--- config.mk ---
export PLATFORM = sky130hd
export DESIGN_NAME = ddr_outbuf_flat
export DESIGN_NICKNAME = d
export VERILOG_FILES = /design/src/rtl/ddr_outbuf_if.sv /design/src/rtl/ddr_outbuf.sv /design/src/flat_wrapper.sv
export SDC_FILE = /design/constraint.sdc
export NUM_CORES = 1
export LEC_CHECK = 0
export BUFFER_PORTS_ARGS = -buffer_cell sky130_fd_sc_hd__buf_2
export CORE_ASPECT_RATIO = 0.6
export CORE_UTILIZATION = 62
export DETAILED_ROUTE_END_ITERATION = 6
export GPL_TIMING_DRIVEN = 0
export PLACE_DENSITY = 0.84
export SLEW_MARGIN = 20
export SYNTH_ARGS = -nofsm -noshare
export SYNTH_HDL_FRONTEND = slang
export SYNTH_SLANG_ARGS = --single-unit
--- constraint.sdc ---
create_clock -name clk -period 5.2 [get_ports clk]
set_input_delay 1.04 -clock clk [delete_from_list [all_inputs] [get_ports clk]]
set_output_delay 1.04 -clock clk [all_outputs]
set_load 0.1 [all_outputs]
--- src/rtl/ddr_outbuf_if.sv ---
// Word-pair stream into the DDR output buffer: rise/fall halves with a valid/ready handshake.
interface ddr_outbuf_if #(
  parameter int unsigned WIDTH = 32
) ();
  logic [WIDTH-1:0] in_data_rise;
  logic [WIDTH-1:0] in_data_fall;
  logic             in_valid;
  logic             in_ready;

  modport master (
    output in_data_rise,
    output in_data_fall,
    output in_valid,
    input  in_ready
  );

  modport slave (
    input  in_data_rise,
    input  in_data_fall,
    input  in_valid,
    output in_ready
  );
endinterface

--- src/rtl/ddr_outbuf.sv ---
// DDR transmit buffer: FIFO of word pairs serialized onto the pad bus with rise data on posedge,
// fall data on negedge, and an output enable framed by one preamble and one postamble cycle.
module ddr_outbuf #(
  parameter int unsigned      WIDTH      = 32,
  parameter int unsigned      DEPTH      = 4,
  parameter logic [WIDTH-1:0] IDLE_VALUE = '0
) (
  input  logic                     clk,
  input  logic                     reset_n,
  input  logic                     enable,
  input  logic                     flush,
  ddr_outbuf_if.slave              in_bus,
  output logic [WIDTH-1:0]         dq_rise,
  output logic [WIDTH-1:0]         dq_fall,
  output logic                     oe,
  output logic                     underrun,
  input  logic                     clear_underrun,
  output logic [$clog2(DEPTH):0]   level
);

  localparam int unsigned AW = $clog2(DEPTH);
  localparam int unsigned LW = AW + 1;
  localparam logic [AW:0] FullLevel = DEPTH[AW:0];

  typedef enum logic [1:0] {StIdle, StPreamble, StRun, StPostamble} state_e;

  state_e state_q, state_d;

  logic [WIDTH-1:0] mem_rise [DEPTH];
  logic [WIDTH-1:0] mem_fall [DEPTH];
  logic [AW-1:0]    wr_ptr_q, rd_ptr_q;
  logic [AW:0]      level_q;
  logic             ready_q;

  logic [WIDTH-1:0] dq_rise_q, fall_stage_q, dq_fall_q;
  logic             oe_q, underrun_q;

  logic             empty, full, push, pop;
  logic [WIDTH-1:0] rise_d, fall_d;
  logic             oe_d, set_underrun;

  assign empty           = (level_q == '0);
  assign full            = (level_q == FullLevel);
  // ready_q holds in_ready low until the first edge after reset release
  assign in_bus.in_ready = ready_q & ~full;
  assign push            = in_bus.in_valid & in_bus.in_ready & ~flush;

  // Pad registers carry the action decided in the state held before the edge, so the
  // preamble and postamble each show up as exactly one oe=1 idle cycle around the data.
  always_comb begin
    state_d      = state_q;
    pop          = 1'b0;
    rise_d       = IDLE_VALUE;
    fall_d       = IDLE_VALUE;
    oe_d         = 1'b0;
    set_underrun = 1'b0;
    if (flush) begin
      state_d = StIdle;
    end else begin
      case (state_q)
        StIdle: begin
          if (enable) state_d = StPreamble;
        end
        StPreamble: begin
          oe_d    = 1'b1;
          state_d = StRun;
        end
        StRun: begin
          oe_d = 1'b1;
          if (!empty) begin
            pop    = 1'b1;
            rise_d = mem_rise[rd_ptr_q];
            fall_d = mem_fall[rd_ptr_q];
          end else if (enable) begin
            set_underrun = 1'b1;
          end else begin
            state_d = StPostamble;
          end
        end
        StPostamble: begin
          state_d = StIdle;
        end
        default: begin
          state_d = StIdle;
        end
      endcase
    end
  end

  always_ff @(posedge clk) begin
    if (push) begin
      mem_rise[wr_ptr_q] <= in_bus.in_data_rise;
      mem_fall[wr_ptr_q] <= in_bus.in_data_fall;
    end
  end

  always_ff @(posedge clk or negedge reset_n) begin
    if (!reset_n) begin
      state_q  <= StIdle;
      wr_ptr_q <= '0;
      rd_ptr_q <= '0;
      level_q  <= '0;
      ready_q  <= 1'b0;
    end else begin
      state_q <= state_d;
      ready_q <= 1'b1;
      if (flush) begin
        wr_ptr_q <= '0;
        rd_ptr_q <= '0;
        level_q  <= '0;
      end else begin
        if (push) wr_ptr_q <= wr_ptr_q + AW'(1);
        if (pop)  rd_ptr_q <= rd_ptr_q + AW'(1);
        level_q <= level_q + LW'(push) - LW'(pop);
      end
    end
  end

  always_ff @(posedge clk or negedge reset_n) begin
    if (!reset_n) begin
      dq_rise_q    <= IDLE_VALUE;
      fall_stage_q <= IDLE_VALUE;
      oe_q         <= 1'b0;
      underrun_q   <= 1'b0;
    end else begin
      dq_rise_q    <= rise_d;
      fall_stage_q <= fall_d;
      oe_q         <= oe_d;
      if (clear_underrun) begin
        underrun_q <= 1'b0;
      end else if (set_underrun) begin
        underrun_q <= 1'b1;
      end
    end
  end

  // Fall half trails its rise partner by half a cycle; reset still clears it asynchronously.
  always_ff @(negedge clk or negedge reset_n) begin
    if (!reset_n) begin
      dq_fall_q <= IDLE_VALUE;
    end else begin
      dq_fall_q <= fall_stage_q;
    end
  end

  assign dq_rise  = dq_rise_q;
  assign dq_fall  = dq_fall_q;
  assign oe       = oe_q;
  assign underrun = underrun_q;
  assign level    = level_q;

endmodule

--- src/flat_wrapper.sv ---
// flat-port wrapper written by rule: the top's interface ports become plain ports
module ddr_outbuf_flat 
#(
  parameter int unsigned      WIDTH      = 32,
  parameter int unsigned      DEPTH      = 4,
  parameter logic [WIDTH-1:0] IDLE_VALUE = '0
)
  (clk, reset_n, enable, flush, dq_rise, dq_fall, oe, underrun, clear_underrun, level, in_bus_in_data_rise, in_bus_in_data_fall, in_bus_in_valid, in_bus_in_ready);
  ddr_outbuf_if #(.WIDTH(WIDTH)) in_bus_i ();
  input  logic clk;
  input  logic reset_n;
  input  logic enable;
  input  logic flush;
  output logic [WIDTH-1:0] dq_rise;
  output logic [WIDTH-1:0] dq_fall;
  output logic oe;
  output logic underrun;
  input  logic clear_underrun;
  output logic [$clog2(DEPTH):0] level;
  input wire logic [$bits(in_bus_i.in_data_rise)-1:0] in_bus_in_data_rise;
  input wire logic [$bits(in_bus_i.in_data_fall)-1:0] in_bus_in_data_fall;
  input wire logic [$bits(in_bus_i.in_valid)-1:0] in_bus_in_valid;
  output wire logic [$bits(in_bus_i.in_ready)-1:0] in_bus_in_ready;
  assign in_bus_i.in_data_rise = in_bus_in_data_rise;
  assign in_bus_i.in_data_fall = in_bus_in_data_fall;
  assign in_bus_i.in_valid = in_bus_in_valid;
  assign in_bus_in_ready = in_bus_i.in_ready;
  ddr_outbuf #(.WIDTH(WIDTH), .DEPTH(DEPTH), .IDLE_VALUE(IDLE_VALUE)) u_core (.clk(clk), .reset_n(reset_n), .enable(enable), .flush(flush), .in_bus(in_bus_i), .dq_rise(dq_rise), .dq_fall(dq_fall), .oe(oe), .underrun(underrun), .clear_underrun(clear_underrun), .level(level));
endmodule
# [After elaboration in Yosys (flattened, before gate mapping)]
# Memories as Yosys holds them, arrays and structs flattened.
# Index checks and enable logic that the tools add are counted.
# Widths: inputs -> output; s select.
[word_totals] reg_bits=108 ramBits=256 out_inout_bits=70 memories=2
[op_classes] n_addsub=4 eq_ne=7 n_mux=29 n_bitwise=5 reduce_logical=7
[memory_table] memory="u_core.mem_fall" depth=4 word_bits=32 read_ports=1 rd_clocked_by_memory_dff=0 write_ports=1 line="ddr_outbuf.sv:30" text="logic [WIDTH-1:0] mem_fall [DEPTH];"
[memory_table] memory="u_core.mem_rise" depth=4 word_bits=32 read_ports=1 rd_clocked_by_memory_dff=0 write_ports=1 line="ddr_outbuf.sv:29" text="logic [WIDTH-1:0] mem_rise [DEPTH];"
[op_table] cell="$mux 32" count=6
[op_table] cell="$mux 2" count=8
[op_table] cell="$mux 1" count=13
[op_table] cell="$pmux 2 s4" count=1
[op_table] cell="$ne 3x3->1 const B" count=2
[op_table] cell="$reduce_bool 2->1" count=3
[op_table] cell="$add 2x1->2 const B" count=2
[op_table] cell="$eq 2x2->1 const B" count=2
[op_table] cell="$add 3x1->3" count=1
[op_table] cell="$and 1x1->1" count=3
[op_table] cell="$eq 3x3->1 const B" count=1
[op_table] cell="$logic_not 3->1" count=1
[op_table] cell="$mux 3" count=1
[op_table] cell="$ne 3x2->1 const B" count=1
[op_table] cell="$reduce_and 3->1" count=1
[op_table] cell="$sub 3x1->3" count=1
[op_table] cell="$eq 2x1->1 const B" count=1
[op_table] cell="$logic_not 2->1" count=1
[op_table] cell="$not 1->1" count=2
[op_table] cell="$reduce_or 2->1" count=1

# [Logic depth before layout (Yosys ltp)]
# Gate-level depths: netlist of the first run.
[depth] ltp_word=8 mapped_depth=13 depth_no_buf=12

==> results of run 1 <==
## sequential cells by signal, summed over array words and instances (netlist names)
signal / flops
u_core.ready_q: 1
u_core.level: 3
u_core.mem_rise: 128
u_core.dq_fall: 32
u_core.oe: 1
u_core.state_q: 2
u_core.fall_stage_q: 32
u_core.underrun: 1
u_core.wr_ptr_q: 2
u_core.mem_fall: 128
u_core.rd_ptr_q: 2
u_core.dq_rise: 32
## how the worst max path moves through the flow
stage,end,slack [ps],start,cells after the start
after floorplan,dq_fall[0],610,u_core.dq_fall[0],0
after global placement,u_core.dq_fall[23],-690,reset_n,1
after detailed placement,dq_fall[1],730,u_core.dq_fall[1],1
after CTS,dq_fall[31],140,u_core.dq_fall[31],1
after global routing,dq_fall[7],130,u_core.dq_fall[7],1
final,dq_fall[31],170,u_core.dq_fall[31],1
## power by group
part / total, W / internal (W) / leakage, nW / switching (W)
clock: 0.00236 / 0.00138 / 0.506 / 0.000978
combinational: 0.000458 / 0.000149 / 1.53 / 0.000309
sequential: 0.00320 / 0.00318 / 3.81 / 0.0000270
## final cells by class
cell class / count / area (µm²)
clock buffer: 41 / 876
sequential: 364 / 10400
timing repair buffer: 144 / 810
buffer: 23 / 143
antenna: 2 / 5.00
multi-input combinational: 179 / 2240
clock inverter: 16 / 180
inverter: 8 / 30.0
fill: 1164 / 5110
tap: 273 / 342
## per-layer routing
metal / vias up / share of wire
met5: - / 0
met4: 0 / 0.017
met3: 34 / 0.062
met2: 200 / 0.50
met1: 3082 / 0.42
li1: 2566 / -
## layout by cell type (no fill, tap or decap), types with 4 or more instances in the layout
cell type / count
sky130_fd_sc_hd__clkbuf_1: 11
sky130_fd_sc_hd__nand2_1: 4
sky130_fd_sc_hd__clkbuf_16: 33
sky130_fd_sc_hd__dfrtp_1: 76
sky130_fd_sc_hd__buf_6: 6
sky130_fd_sc_hd__edfxtp_1: 256
sky130_fd_sc_hd__inv_1: 7
sky130_fd_sc_hd__ha_1: 8
sky130_fd_sc_hd__dfrtn_1: 32
sky130_fd_sc_hd__buf_2: 150
sky130_fd_sc_hd__clkinv_1: 6
sky130_fd_sc_hd__bufinv_16: 4
sky130_fd_sc_hd__mux4_2: 64
sky130_fd_sc_hd__buf_12: 4
sky130_fd_sc_hd__and2_4: 4
sky130_fd_sc_hd__and2_1: 65
sky130_fd_sc_hd__nor2_1: 9
## cells by family after synthesis
group | count (synthesis) | share of synthesized area
buf+inv | 31 | 0.0135
compound gates | 11 | 0.00704
mux | 67 | 0.115
simple gates | 88 | 0.0403
flops | 364 | 0.812
xor+xnor | 3 | 0.00205
other cells | 1 | 0.000293
fa+ha+maj | 9 | 0.00939
## per-stage QoR
step            util  hold slack, ps  setup slack, ps
6_report       0.746             426              172
5_1_grt        0.746             435              131
3_3_place_gp   0.687             482             -691
4_1_cts        0.746             426              139
2_1_floorplan      -             481              611
3_5_place_dp   0.693             519              733
==> impl_results.html, run 1 <==
<table>
<tr><th>Metric</th><th>Value</th></tr>
<tr><th colspan="2">Clock tree</th></tr>
<tr><td>Clock latency at the later pin of the worst-skew pair</td><td>550 ps</td></tr>
<tr><td># H-tree levels</td><td>1</td></tr>
<tr><td>Number of instances resized during post-cts repair</td><td>0</td></tr>
<tr><td># hold bufs at CTS</td><td>0</td></tr>
<tr><td>Reg clk slew, reported paths</td><td>60 ps</td></tr>
<tr><td>Postcts setup bufs</td><td>0</td></tr>
<tr><td>Clock tree from TritonCTS</td><td>built</td></tr>
<tr><td>Number of buffers created by CTS</td><td>31</td></tr>
<tr><td>Cell chosen for the clock root</td><td>sky130_fd_sc_hd__clkbuf_16</td></tr>
<tr><td># clock sinks</td><td>364</td></tr>
<tr><td>Max clock buf depth</td><td>3</td></tr>
<tr><th colspan="2">Synthesis</th></tr>
<tr><td>Synthesized netlist net count</td><td>653</td></tr>
<tr><td>Post-synth top flop</td><td>sky130_fd_sc_hd__edfxtp_1</td></tr>
<tr><td>Ranking of synthesized cells by instance count</td><td>256 x sky130_fd_sc_hd__edfxtp_1, 76 x sky130_fd_sc_hd__dfrtp_1, 69 x sky130_fd_sc_hd__and2_1</td></tr>
<tr><td>Largest cells by area after synthesis</td><td>sky130_fd_sc_hd__edfxtp_1 60%, sky130_fd_sc_hd__dfrtp_1 15%, sky130_fd_sc_hd__mux4_2 11%, sky130_fd_sc_hd__dfrtn_1 6.3%, sky130_fd_sc_hd__and2_1 3.4%</td></tr>
<tr><td>Number of unique standard cell types used by synthesis</td><td>31</td></tr>
<tr><td>Synth Warn #</td><td>0</td></tr>
<tr><td>Proportion of synthesized flip-flops having asynchronous set or reset</td><td>0.297</td></tr>
<tr><td>Share of the synthesized area in the top cell type</td><td>0.601</td></tr>
<tr><td>Average cell area after synthesis</td><td>22.3 µm²</td></tr>
<tr><td>Synthesized netlist cell count</td><td>574</td></tr>
<tr><td>Dominant cell type by area after synthesis</td><td>sky130_fd_sc_hd__edfxtp_1</td></tr>
<tr><td>Netlist area before placement</td><td>12,800 µm²</td></tr>
<tr><td>FF+latch count, synth</td><td>364</td></tr>
<tr><td>Part of the Yosys area used for sequential elements</td><td>0.812</td></tr>
<tr><td>Most instantiated library cell after synthesis</td><td>sky130_fd_sc_hd__edfxtp_1</td></tr>
<tr><td>Post-synth EDFFs</td><td>256</td></tr>
<tr><th colspan="2">Run</th></tr>
<tr><td>Maximum Capacitance Violations</td><td>0</td></tr>
<tr><th colspan="2">Setup path</th></tr>
<tr><td>Maximum cell stage delay along the critical path</td><td>430 ps</td></tr>
<tr><td>Reg-to-reg critical path endpoint</td><td>u_core.dq_fall[3]</td></tr>
<tr><td>Crit path max fanout</td><td>1</td></tr>
<tr><td>Ordered list of cells on the worst path</td><td>buf_2</td></tr>
<tr><td>Startpoint of the most critical register-to-register path</td><td>u_core.fall_stage_q[3]</td></tr>
<tr><td>Kind of launch point of the worst setup path</td><td>flop</td></tr>
<tr><td>Number of cell instances on the worst register-to-register path</td><td>0</td></tr>
<tr><td>Worst reg2reg setup slack</td><td>2040 ps</td></tr>
<tr><td>Total buffers and inverters traversed by the critical path</td><td>1</td></tr>
<tr><td>Critical Path AT</td><td>3990 ps</td></tr>
<tr><td>Category of the worst setup path capture point</td><td>primary output</td></tr>
<tr><td>Type of the worst setup path</td><td>flop to primary output</td></tr>
<tr><td>CP delay by family, top</td><td>buffers and inverters</td></tr>
<tr><td>Required time at the worst-slack endpoint</td><td>4160 ps</td></tr>
<tr><td>Worst path slowest cell</td><td>sky130_fd_sc_hd__buf_2</td></tr>
<tr><th colspan="2">GRT</th></tr>
<tr><td>Overall global routing resource usage</td><td>0.227</td></tr>
<tr><td>Gr busiest metal</td><td>met2</td></tr>
<tr><td>Maximum number of pins on one net before global-route repair</td><td>64</td></tr>
<tr><td>Global-route wire length before repair</td><td>35,700 µm</td></tr>
<tr><td>Vias in the first global route</td><td>6,373</td></tr>
<tr><td>Met2 routing resource usage after global routing</td><td>0.385</td></tr>
<tr><td>Met3 Track Usage GR</td><td>0.0518</td></tr>
<tr><td>Total grt overflow</td><td>0</td></tr>
<tr><td>Met1 Usage GRT</td><td>0.309</td></tr>
<tr><td>Antenna violations before repair</td><td>3</td></tr>
<tr><th colspan="2">Power</th></tr>
<tr><td>Total leakage power</td><td>5.85 nW</td></tr>
<tr><td>Power density over cell area</td><td>401 nW/µm²</td></tr>
<tr><td>Total power</td><td>0.00602 W</td></tr>
<tr><td>Highest ir drop seen on vdd</td><td>0.000324 V</td></tr>
<tr><th colspan="2">STA</th></tr>
<tr><td>Final sum of negative setup slack</td><td>0 ps</td></tr>
<tr><td>Largest clock skew in the final design</td><td>12.8 ps</td></tr>
<tr><td>Setup repair after global routing missed its margin</td><td>false</td></tr>
<tr><td>Final Max Tran Viols</td><td>0</td></tr>
<tr><td>Relative max-transition margin</td><td>0.496</td></tr>
<tr><td>Fin. Hold Viols</td><td>0</td></tr>
<tr><td>Final setup vio count</td><td>0</td></tr>
<tr><td>Transition at the pin with the smallest max-transition slack</td><td>755 ps</td></tr>
<tr><th colspan="2">Detailed routing</th></tr>
<tr><td>Initial detailed-routing violation count</td><td>426</td></tr>
<tr><td>Antenna Violating Nets Remaining</td><td>0</td></tr>
<tr><td>Total wire length</td><td>22,700 µm</td></tr>
<tr><td>Vias after detailed routing</td><td>5,882</td></tr>
<tr><td>Detailed-router iteration count before antenna repair</td><td>5</td></tr>
<tr><td>Residual DRC count</td><td>0</td></tr>
<tr><td>Average wire per cell in the routed design</td><td>21.6 µm</td></tr>
<tr><td>Vias/cell</td><td>5.60</td></tr>
<tr><th colspan="2">Placement</th></tr>
<tr><td>GPL Wtd Cong</td><td>0.778</td></tr>
<tr><td>Number of input and output port buffers inserted</td><td>139</td></tr>
<tr><td>Number of cells after detailed placement</td><td>991</td></tr>
<tr><td>Half-perimeter wire length after detailed placement</td><td>13,700 µm</td></tr>
<tr><td>Post-placement cell area</td><td>14,000 µm²</td></tr>
<tr><th colspan="2">Layout</th></tr>
<tr><td>Final Instance Count excl. Fillers</td><td>1,050</td></tr>
<tr><td>Fraction of final layout cells with drive strength greater than 1</td><td>0.359</td></tr>
<tr><td>Nets@finish</td><td>830</td></tr>
<tr><td>Post-route cell area</td><td>15,000 µm²</td></tr>
<tr><td>Layout overhead on the synthesized area</td><td>17.4%</td></tr>
<tr><th colspan="2">Die</th></tr>
<tr><td>Area inside the core boundary</td><td>20,100 µm²</td></tr>
<tr><td>Initial standard-cell utilization of the core</td><td>0.636</td></tr>
<tr><td>Boundary Pins</td><td>140</td></tr>
<tr><td>Row count</td><td>40</td></tr>
<tr><td>Die extent in x</td><td>187 µm</td></tr>
<tr><td>DIE HEIGHT</td><td>113 µm</td></tr>
<tr><td>Die Area</td><td>21,200 µm²</td></tr>
<tr><th colspan="2">Outcome</th></tr>
<tr><td>Run status</td><td>finished, final reports clean</td></tr>
<tr><th colspan="2">Worst hold path</th></tr>
<tr><td>Worst Hold Class</td><td>primary input to asynchronous set/reset pin</td></tr>
</table>
No activity file was read; power rests on OpenSTA's default activity.
==> run 2, diff against run 1 <==
--- a/config.mk
+++ b/config.mk
@@ -11,6 +11,7 @@
 export DETAILED_ROUTE_END_ITERATION = 6
 export GPL_TIMING_DRIVEN = 0
 export PLACE_DENSITY = 0.84
+export RECOVER_POWER = 50
 export SLEW_MARGIN = 20
 export SYNTH_ARGS = -nofsm -noshare
 export SYNTH_HDL_FRONTEND = slang
==> impl_results.html, run 2 (synthesis results as in run 1) <==
<table>
<tr><th>Metric</th><th>Value</th></tr>
<tr><th colspan="2">Outcome</th></tr>
<tr><td>Violated checks</td><td>capacitance limit, slew limit</td></tr>
<tr><td>Run status</td><td>finished, violations left</td></tr>
<tr><th colspan="2">Power</th></tr>
<tr><td>Highest ir drop seen on vdd</td><td>0.000325 V (+0.39%)</td></tr>
<tr><td>Power density over cell area</td><td>403 nW/µm² (+0.51%)</td></tr>
<tr><td>Total leakage power</td><td>5.61 nW (-4.1%)</td></tr>
<tr><th colspan="2">Detailed routing</th></tr>
<tr><td>Vias after detailed routing</td><td>5,875 (-0.12%)</td></tr>
<tr><td>Vias/cell</td><td>5.60 (about the same)</td></tr>
<tr><td>Antenna Violating Nets Remaining</td><td>0 (unchanged)</td></tr>
<tr><td>Residual DRC count</td><td>0 (unchanged)</td></tr>
<tr><td>Average wire per cell in the routed design</td><td>21.6 µm (about the same)</td></tr>
<tr><td>Initial detailed-routing violation count</td><td>415 (-2.6%)</td></tr>
<tr><td>Detailed-router iteration count before antenna repair</td><td>5 (unchanged)</td></tr>
<tr><td>Total wire length</td><td>22,700 µm (about the same)</td></tr>
<tr><th colspan="2">Setup path</th></tr>
<tr><td>Ordered list of cells on the worst path</td><td>buf_2</td></tr>
<tr><td>CP delay by family, top</td><td>buffers and inverters</td></tr>
<tr><td>Critical Path AT</td><td>3990 ps (about the same)</td></tr>
<tr><td>Crit path max fanout</td><td>1 (unchanged)</td></tr>
<tr><td>Total buffers and inverters traversed by the critical path</td><td>1 (unchanged)</td></tr>
<tr><td>Type of the worst setup path</td><td>flop to primary output</td></tr>
<tr><td>Worst path slowest cell</td><td>sky130_fd_sc_hd__buf_2</td></tr>
<tr><td>Category of the worst setup path capture point</td><td>primary output</td></tr>
<tr><td>Required time at the worst-slack endpoint</td><td>4160 ps (about the same)</td></tr>
<tr><td>Kind of launch point of the worst setup path</td><td>flop</td></tr>
<tr><td>Maximum cell stage delay along the critical path</td><td>430 ps (about the same)</td></tr>
<tr><th colspan="2">Run</th></tr>
<tr><td>Maximum Capacitance Violations</td><td>2 (+2)</td></tr>
<tr><th colspan="2">STA</th></tr>
<tr><td>Final setup vio count</td><td>0 (unchanged)</td></tr>
<tr><td>Transition at the pin with the smallest max-transition slack</td><td>2330 ps (+1570 ps)</td></tr>
<tr><td>Final Max Tran Viols</td><td>58 (+58)</td></tr>
<tr><td>Relative max-transition margin</td><td>-0.552 (-1.05)</td></tr>
<tr><td>Fin. Hold Viols</td><td>0 (unchanged)</td></tr>
<tr><td>WHS</td><td>428 ps (+1.88 ps)</td></tr>
<tr><td>Largest clock skew in the final design</td><td>12.3 ps (-0.454 ps)</td></tr>
<tr><td>Setup repair after global routing missed its margin</td><td>false</td></tr>
<tr><th colspan="2">Layout</th></tr>
<tr><td>Most common library cell in the layout ignoring fill and taps</td><td>sky130_fd_sc_hd__edfxtp_1</td></tr>
<tr><td>Post-route core utilization</td><td>0.741 (-0.00516)</td></tr>
<tr><td>Nets@finish</td><td>830 (unchanged)</td></tr>
<tr><td>Filler Cells Inserted</td><td>1,200 (+3.1%)</td></tr>
<tr><td>Commonest non-fill, non-tap cells in the layout</td><td>256 x sky130_fd_sc_hd__edfxtp_1, 81 x sky130_fd_sc_hd__buf_2, 80 x sky130_fd_sc_hd__clkbuf_1</td></tr>
<tr><td>Fraction of final layout cells with drive strength greater than 1</td><td>0.263 (-0.0955)</td></tr>
<tr><td>Largest registers</td><td>u_core.mem_fall: 128 flops, u_core.mem_rise: 128 flops</td></tr>
<tr><td>Layout overhead on the synthesized area</td><td>16.6%</td></tr>
<tr><th colspan="2">Die</th></tr>
<tr><td>Area inside the core boundary</td><td>20,100 µm² (unchanged)</td></tr>
<tr><td>Die extent in x</td><td>187 µm (unchanged)</td></tr>
<tr><td>Row count</td><td>40 (unchanged)</td></tr>
<tr><td>Boundary Pins</td><td>140 (unchanged)</td></tr>
<tr><td>Die Area</td><td>21,200 µm² (unchanged)</td></tr>
<tr><td>Initial standard-cell utilization of the core</td><td>0.636 (unchanged)</td></tr>
<tr><td>DIE HEIGHT</td><td>113 µm (unchanged)</td></tr>
<tr><th colspan="2">GRT</th></tr>
<tr><td>Antenna violations before repair</td><td>1 (-2)</td></tr>
<tr><td>Vias in the first global route</td><td>6,373 (unchanged)</td></tr>
<tr><td>Total grt overflow</td><td>0 (unchanged)</td></tr>
<tr><td>Maximum number of pins on one net before global-route repair</td><td>64 (unchanged)</td></tr>
<tr><td>Global-route wire length before repair</td><td>35,700 µm (unchanged)</td></tr>
<tr><td>Overall global routing resource usage</td><td>0.227 (unchanged)</td></tr>
<tr><th colspan="2">Clock tree</th></tr>
<tr><td># hold bufs at CTS</td><td>0 (unchanged)</td></tr>
<tr><td>Number of buffers created by CTS</td><td>31 (unchanged)</td></tr>
<tr><td>Postcts setup bufs</td><td>0 (unchanged)</td></tr>
<tr><td>Reg clk slew, reported paths</td><td>60 ps (about the same)</td></tr>
<tr><td># H-tree levels</td><td>1 (unchanged)</td></tr>
<tr><td>Number of instances resized during post-cts repair</td><td>0 (unchanged)</td></tr>
<tr><td>Clock tree from TritonCTS</td><td>built</td></tr>
<tr><td>Cell chosen for the clock root</td><td>sky130_fd_sc_hd__clkbuf_16</td></tr>
<tr><td>Clock latency at the later pin of the worst-skew pair</td><td>550 ps (about the same)</td></tr>
<tr><td>Max clock buf depth</td><td>3 (unchanged)</td></tr>
<tr><td># clock sinks</td><td>364 (unchanged)</td></tr>
<tr><th colspan="2">Placement</th></tr>
<tr><td>GPL Wtd Cong</td><td>0.778 (unchanged)</td></tr>
<tr><td>Half-perimeter wire length after detailed placement</td><td>13,700 µm (unchanged)</td></tr>
<tr><td>Number of input and output port buffers inserted</td><td>139 (unchanged)</td></tr>
<tr><th colspan="2">Worst hold path</th></tr>
<tr><td>Worst Hold Class</td><td>primary input to asynchronous set/reset pin</td></tr>
</table>
-- run 2: worst paths after layout --
path / from / to / slack, ps / cells after the start
worst max register to register: u_core.level[1] / u_core.mem_rise[3][9] / 1520 / 4
min in group clk: u_core.underrun / u_core.underrun / 530 / 2
worst min-delay path: reset_n / u_core.dq_rise[16] / 430 / 1
worst min register to register: u_core.underrun / u_core.underrun / 530 / 2
max in group asynchronous: reset_n / u_core.dq_fall[31] / 1570 / 2
worst max-delay path: u_core.dq_fall[7] / dq_fall[7] / 170 / 1
-- run 2: layout make-up --
type / instances / area (µm²) / share of cell area
flip-flops and latches: 364 / 10400 / 0.697
multi-input cells: 179 / 2220 / 0.149
clock buffers: 41 / 876 / 0.0587
repair buffers: 144 / 728 / 0.0488
well taps: 273 / 342 / 0.0229
clock inverters: 16 / 180 / 0.0121
plain buffers: 23 / 138 / 0.00923
inverters: 8 / 30.0 / 0.00201
diodes: 1 / 2.50 / 0.000168
-- run 2: layer usage --
| metal | global-route usage | routed length, µm |
|---|---|---|
| met5 | 0 | 0 |
| met2 | 0.385 | 11400 |
| met4 | 0.0461 | 388 |
| met1 | 0.309 | 9430 |
| met3 | 0.0518 | 1530 |
-- run 2: power breakdown --
group	internal, W	switching, W
combinational	0.000140	0.000308
clock	0.00138	0.000977
sequential	0.00318	0.0000265
-- run 2: metrics by stage --
step / area (µm²) / instances / setup slack [ps] / setup TNS [ps] / power, W
2_1_floorplan: 12800 / 574 / 611 / 0 / 0.00358
3_3_place_gp: 13800 / 986 / -691 / -21810 / 0.00369
3_5_place_dp: 14000 / 991 / 733 / 0 / 0.00372
4_1_cts: 15000 / 1048 / 139 / 0 / 0.00606
5_1_grt: 14900 / 1048 / 131 / 0 / 0.00619
6_report: 14900 / 1049 / 173 / 0 / 0.00601
